[src/rtl/hazard_scoreboard.sv]
// Destination-register scoreboard for ID/EX, EX/MEM and MEM/WB, with load-use and MDU stall generation.
// Optional MDU occupancy tracking is enabled by defining HAZARD_SCOREBOARD_MDU_EN.
module hazard_scoreboard #(
  parameter int unsigned MDU_LATENCY = 4
) (
  input  logic        clk,
  input  logic        rst,
  input  logic        id_valid,
  input  logic [4:0]  id_rs1,
  input  logic [4:0]  id_rs2,
  input  logic [4:0]  id_rd,
  input  logic        id_reg_write,
  input  logic        id_mem_read,
  input  logic        id_is_mdu,
  input  logic        flush,
  output logic        stall,
  output logic        mdu_busy,
  output logic [4:0]  ex_rd,
  output logic        ex_reg_write,
  output logic [4:0]  mem_rd,
  output logic        mem_reg_write,
  output logic [31:0] stall_count
);

  logic        idex_valid;
  logic [4:0]  idex_rd;
  logic        idex_we;
  logic        idex_mr;
  logic [4:0]  exm_rd;
  logic        exm_we;
  logic [4:0]  mwb_rd;
  logic        mwb_we;
  logic [31:0] stall_cnt;
  logic        load_use;

  // idex_we is never set for rd=0, so x0 cannot create a load-use hazard.
  assign load_use = id_valid && idex_valid && idex_mr && idex_we &&
                    ((idex_rd == id_rs1) || (idex_rd == id_rs2));

  assign stall = (load_use || mdu_busy) && !flush;

`ifdef HAZARD_SCOREBOARD_MDU_EN
  localparam logic [3:0] MDU_LOAD = 4'(MDU_LATENCY - 1);
  logic [3:0] mdu_cnt;

  always_ff @(posedge clk or posedge rst) begin
    if (rst) begin
      mdu_cnt <= 4'd0;
    end else if (flush) begin
      mdu_cnt <= 4'd0;
    end else if (mdu_busy) begin
      mdu_cnt <= mdu_cnt - 4'd1;
    end else if (!load_use && id_valid && id_is_mdu) begin
      mdu_cnt <= MDU_LOAD;
    end
  end

  assign mdu_busy = (mdu_cnt != 4'd0);
`else
  logic unused_mdu;
  assign unused_mdu = ^{id_is_mdu, 4'(MDU_LATENCY)};
  assign mdu_busy   = 1'b0;
`endif

  always_ff @(posedge clk or posedge rst) begin
    if (rst) begin
      idex_valid <= 1'b0;
      idex_rd    <= 5'd0;
      idex_we    <= 1'b0;
      idex_mr    <= 1'b0;
      exm_rd     <= 5'd0;
      exm_we     <= 1'b0;
      mwb_rd     <= 5'd0;
      mwb_we     <= 1'b0;
    end else begin
      mwb_rd <= exm_rd;
      mwb_we <= exm_we;
      if (flush || (!mdu_busy && load_use)) begin
        idex_valid <= 1'b0;
        idex_rd    <= 5'd0;
        idex_we    <= 1'b0;
        idex_mr    <= 1'b0;
        exm_rd     <= idex_rd;
        exm_we     <= idex_we;
      end else if (mdu_busy) begin
        // MDU op stays in ID/EX; downstream sees bubbles until it completes.
        exm_rd <= 5'd0;
        exm_we <= 1'b0;
      end else begin
        exm_rd <= idex_rd;
        exm_we <= idex_we;
        if (id_valid) begin
          idex_valid <= 1'b1;
          idex_rd    <= id_rd;
          idex_we    <= id_reg_write && (id_rd != 5'd0);
          idex_mr    <= id_mem_read;
        end else begin
          idex_valid <= 1'b0;
          idex_rd    <= 5'd0;
          idex_we    <= 1'b0;
          idex_mr    <= 1'b0;
        end
      end
    end
  end

  always_ff @(posedge clk or posedge rst) begin
    if (rst) begin
      stall_cnt <= 32'd0;
    end else if (stall && (stall_cnt != 32'hFFFF_FFFF)) begin
      stall_cnt <= stall_cnt + 32'd1;
    end
  end

  assign ex_rd         = exm_rd;
  assign ex_reg_write  = exm_we;
  assign mem_rd        = mwb_rd;
  assign mem_reg_write = mwb_we;
  assign stall_count   = stall_cnt;

endmodule
[config.mk]
export PLATFORM = sky130hd
export DESIGN_NAME = hazard_scoreboard
export DESIGN_NICKNAME = d
export VERILOG_FILES = /design/src/rtl/hazard_scoreboard.sv
export SDC_FILE = /design/constraint.sdc
export NUM_CORES = 1
export LEC_CHECK = 0
export CAP_MARGIN = 20
export CORE_MARGIN = 2
export CORE_UTILIZATION = 40
export CTS_BUF_LIST = sky130_fd_sc_hd__clkbuf_8
export DETAILED_ROUTE_END_ITERATION = 10
export GPL_TIMING_DRIVEN = 0
export PLACE_DENSITY = 0.74
export SLEW_MARGIN = 20
export SYNTH_ARGS = -nofsm -noshare
export SYNTH_HDL_FRONTEND = slang
export SYNTH_SLANG_ARGS = --single-unit
[constraint.sdc]
create_clock -name clk -period 4.9 [get_ports clk]
set_input_delay 1.47 -clock clk [delete_from_list [all_inputs] [get_ports clk]]
set_output_delay 1.47 -clock clk [all_outputs]
set_load 0.05 [all_outputs]
### After elaboration in Yosys (flattened, before gate mapping)

Cells that the tools add are included.

* bits in registers: 52
* input port bits: 22
* output and inout port bits: 46
* logic and storage cells: 32

* add/subtract/negate cells: 1
* equal/unequal tests: 3
* multiplexer cells: 8
* reductions and logical operators: 11

Operator list (number)
* 32-bit by 1-bit adder with 32-bit output (second input constant): 1
* 32-bit != test (second input constant): 1
* 5-bit == test: 2
* 5-bit two-way mux: 2
* 1-bit logical AND: 7
* 1-bit two-way mux: 6
* 5-bit nonzero test: 1
* 1-bit logical OR: 2
* 1-bit zero test: 1

### Depth between registers and ports, before layout

* depth after elaboration: 6
* depth in mapped cells: 7
* gate-level depth less buffers: 6

### Least setup slack after synthesis

Ideal clock, no wire load.

* path type: input -> output
* start point: input port id_rs1[2]
* end point: output port stall
* arrival: 2.678 ns
* required time: 3.430 ns
* path slack: 0.752 ns
* stages on the path: 4
* buffers on the path: 0
* cell sequence: xnor2_1 > nand3_1 > o22ai_1 > nor2b_1

* word-level cells in the longest chain between the ends: 4

RTL lines
* start: declaration: RTL line 9 `input logic [4:0] id_rs1,`
* 5-bit == test: RTL line 38 `((idex_rd == id_rs1) || (idex_rd == id_rs2));`
* 1-bit logical OR: RTL line 38
* 1-bit logical AND: RTL line 37 `assign load_use = id_valid && idex_valid && idex_mr && idex_we &&`
* 1-bit logical AND: RTL line 40 `assign stall = (load_use || mdu_busy) && !flush;`
* end: declaration: RTL line 16 `output logic stall,`

Every way passes these cells.

### Worst setup path in the final report

* start point: input port id_rs1[0]
* end point: output port stall

Same word-level chain as after synthesis.

==> results_dict.tcl <==
set metrics [dict create \
    synth-simple-area-share 0.2255 \
    pwr-share-comb 0.089 \
    die_x_um 80.16 \
    syn_area_per_cell_um2 11.72 \
    clkSinkCount 52 \
    cp-start-kind "primary input" \
    grt_first_pass_wirelength_um 8031 \
    placed_cell_area_um2 3088 \
    nFillCells 486 \
    ant_nets 0 \
    finalHoldViolCount 0 \
    setup_ws_ns 0.2347 \
    routabilityCongestion 0.7498 \
    vias_per_cell 4.846 \
    pre_cts_ws_ns -0.04701 \
    worstHoldPathType "reg2reg" \
    yosysWarnings 0 \
    grt.total_usage 0.1620 \
    dr.pass1.iters 4 \
    seq_power_share 0.585 \
    synthCells 198 \
    ys.flop_type "dfrtp_1" \
    cts_buffers 5 \
    p_sw_frac 0.2431 \
    io_pins 68 \
    cellPowerDensity_nw_per_um2 236.3 \
    synth.net_count 221 \
    core_um2 5540 \
    drt-total-wl_um 4743 \
    synth_most_common_cell "dfrtp_1" \
    clk_path_buf_depth 2 \
    setup_viol 0 \
    synth_adder_area_share 0.005394 \
    maxCapViolCount 0 \
    slew_headroom 0.5489 \
    synth_top_family_by_area "simple AND/OR/NAND/NOR gates" \
    cp_max_fo 2 \
    crit_type "in2out" \
    worst_pin_slew_ns 0.6757 \
    ys_ff_latch 52 \
    die_area_um2 6425 \
    initial_core_util 0.4187 \
    nets 294 \
    end_kind "output port" \
    synthXorXnorAreaFrac 0.1510 \
    yosys-top-cells-area "dfrtp_1 (56%), xnor2_1 (10%), xor2_1 (4.9%)" \
    drive_gt1_frac 0.08456 \
    utilization 0.5736 \
    tritoncts "done" \
    first_iter_violations 71 \
    p_leak_uw 0.001428 \
    clkPwrFrac 0.327 \
    grt_pass1_vias 1713 \
    syn_area_um2 2320 \
    postSynth.asyncResetShare 1.000 \
    cp_top_family "buffers and inverters" \
    vias 1667 \
    internal-power_uw 568.4 \
    root_buffer "clkbuf_8" \
    max_stage_delay_ns 0.55 \
    die_h_um 80.16 \
    port_buffers 65 \
    synth_top_area_frac 0.5609 \
    ys_top_cells_by_count "dfrtp_1 (52), xnor2_1 (27), nand2_1 (15)" \
    ys_types 34 \
    drcViolationCount 0 \
    dp_hpwl_um 3587 \
    num_rows 27 \
    ir_drop_uv 125.4 \
    synth_edf_count 0 \
    multiInputGateArea_um2 979.7 \
    total_power_uw 751.0 \
    status "complete, no violations" \
    antenna_found_initial 0 \
    ys_seq_area_frac 0.5609 \
    clock_skew_ns 0.01051 \
    cp.required_ns 3.43 \
    cp_cell_sequence "clkdlybuf4s50_1 -> xnor2_1 -> nand3_1 -> o22ai_1 -> nor2b_1 -> dlygate4sd2_1" \
    yosysTopAreaCell "dfrtp_1" \
    wl_per_cell_um 13.79 \
    p_switching_uw 182.6 \
    area_growth_pct 37.00 \
    finalCritPeriodShare 0.9521 \
    clock_latency_ns 0.30 \
    critical_path_buf_inv_count 2 \
    fin_area_um2 3178 \
    post-route-min-period_ns 4.665 \
    grt_max_degree 32 \
    antenna_cells 0 \
    synth_compound_area_frac 0.03883 \
    clk_pin_slew_worst_paths_ns 0.09 \
    worst_ep_arrival_time_ns 3.20 \
    h-tree-depth 2 \
    max_freq_mhz 214.4 \
    rsz0062_at_grt "false" \
    regArea_um2 1301 \
    synthMuxAreaShare 0 \
    report.final.slew_viol_count 0 \
    grt-ovfl-total 0 \
    slowest_stage "dlygate4sd2_1" \
]
-- layout by cell type (no fill, tap or decap), types with 7 or more instances in the layout --
cell,netlist,routed
and2_1,7,7
clkdlybuf4s50_1,0,64
dfrtp_1,52,52
nand2_1,15,15
nand3_1,14,14
nand4_1,9,9
nor2_1,13,13
xnor2_1,27,27
xor2_1,13,13
-- flip-flops by register name (all words and copies together) (netlist names) --
name	flops
idex_valid	1
stall_count	32
idex_rd	5
mem_reg_write	1
ex_reg_write	1
mem_rd	5
ex_rd	5
idex_we	1
idex_mr	1
-- kinds of logic after synthesis --
kind of cell,after synthesis
adder cells (fa/ha/maj),1
buffers and inverters,9
other,1
AO/OA/AOI/OAI,7
flip-flops,52
AND/OR/NAND/NOR,88
XOR/XNOR,40
-- worst paths after layout --
kind,startpoint,endpoint,slack (ns),cells past startpoint
min in group asynchronous,rst,mem_rd[2],1.57,2
max in group asynchronous,rst,stall_count[17],2.78,3
max reg2reg,idex_rd[0],stall_count[10],2.78,6
max,id_rs1[0],stall,0.23,6
min reg2reg,idex_we,ex_reg_write,0.38,0
min,idex_we,ex_reg_write,0.38,0
-- area by class of cell --
class | instances | area share
multi-input cells | 137 | 0.3083
clock buffers | 5 | 0.02165
clock inverters | 3 | 0.007087
flip-flops and latches | 52 | 0.4094
well taps | 72 | 0.02835
plain buffers | 2 | 0.003937
inverters | 7 | 0.008268
repair buffers | 66 | 0.2130
-- metrics by stage --
step	TNS (ns)	hold WS [ns]	instances
floorplan	0	0.3472	198
finish	0	0.3783	344
global placement	0	0.3531	335
detailed placement	-0.04701	0.3567	336
global route	0	0.3934	344
CTS	0	0.3807	344
-- power groups by stage --
stage          registers, uW  clock network [uW]  logic [uW]
4_1_cts                  439                 254        67.8
3_5_place_dp             448                   0        67.5
5_1_grt                  440                 271        72.1
3_3_place_gp             447                   0        63.6
2_1_floorplan            461                   0        21.1
6_report                 439                 245        66.6
-- layer usage --
metal / vias up / GRT usage / part of all wire
met5: - / 0 / 0
met4: 0 / 0.05593 / 0.014
met3: 6 / 0.03820 / 0.029
met2: 33 / 0.2617 / 0.50
met1: 804 / 0.2139 / 0.46
li1: 824 / - / -
-- repair_timing --
action / CTS / global route
gates resized for setup: 1 / 0
hold buffers: 0 / 0
setup buffers: 0 / 0
endpoints found under the setup margin: 1 / 0
Power figures use the tool's default switching activity.
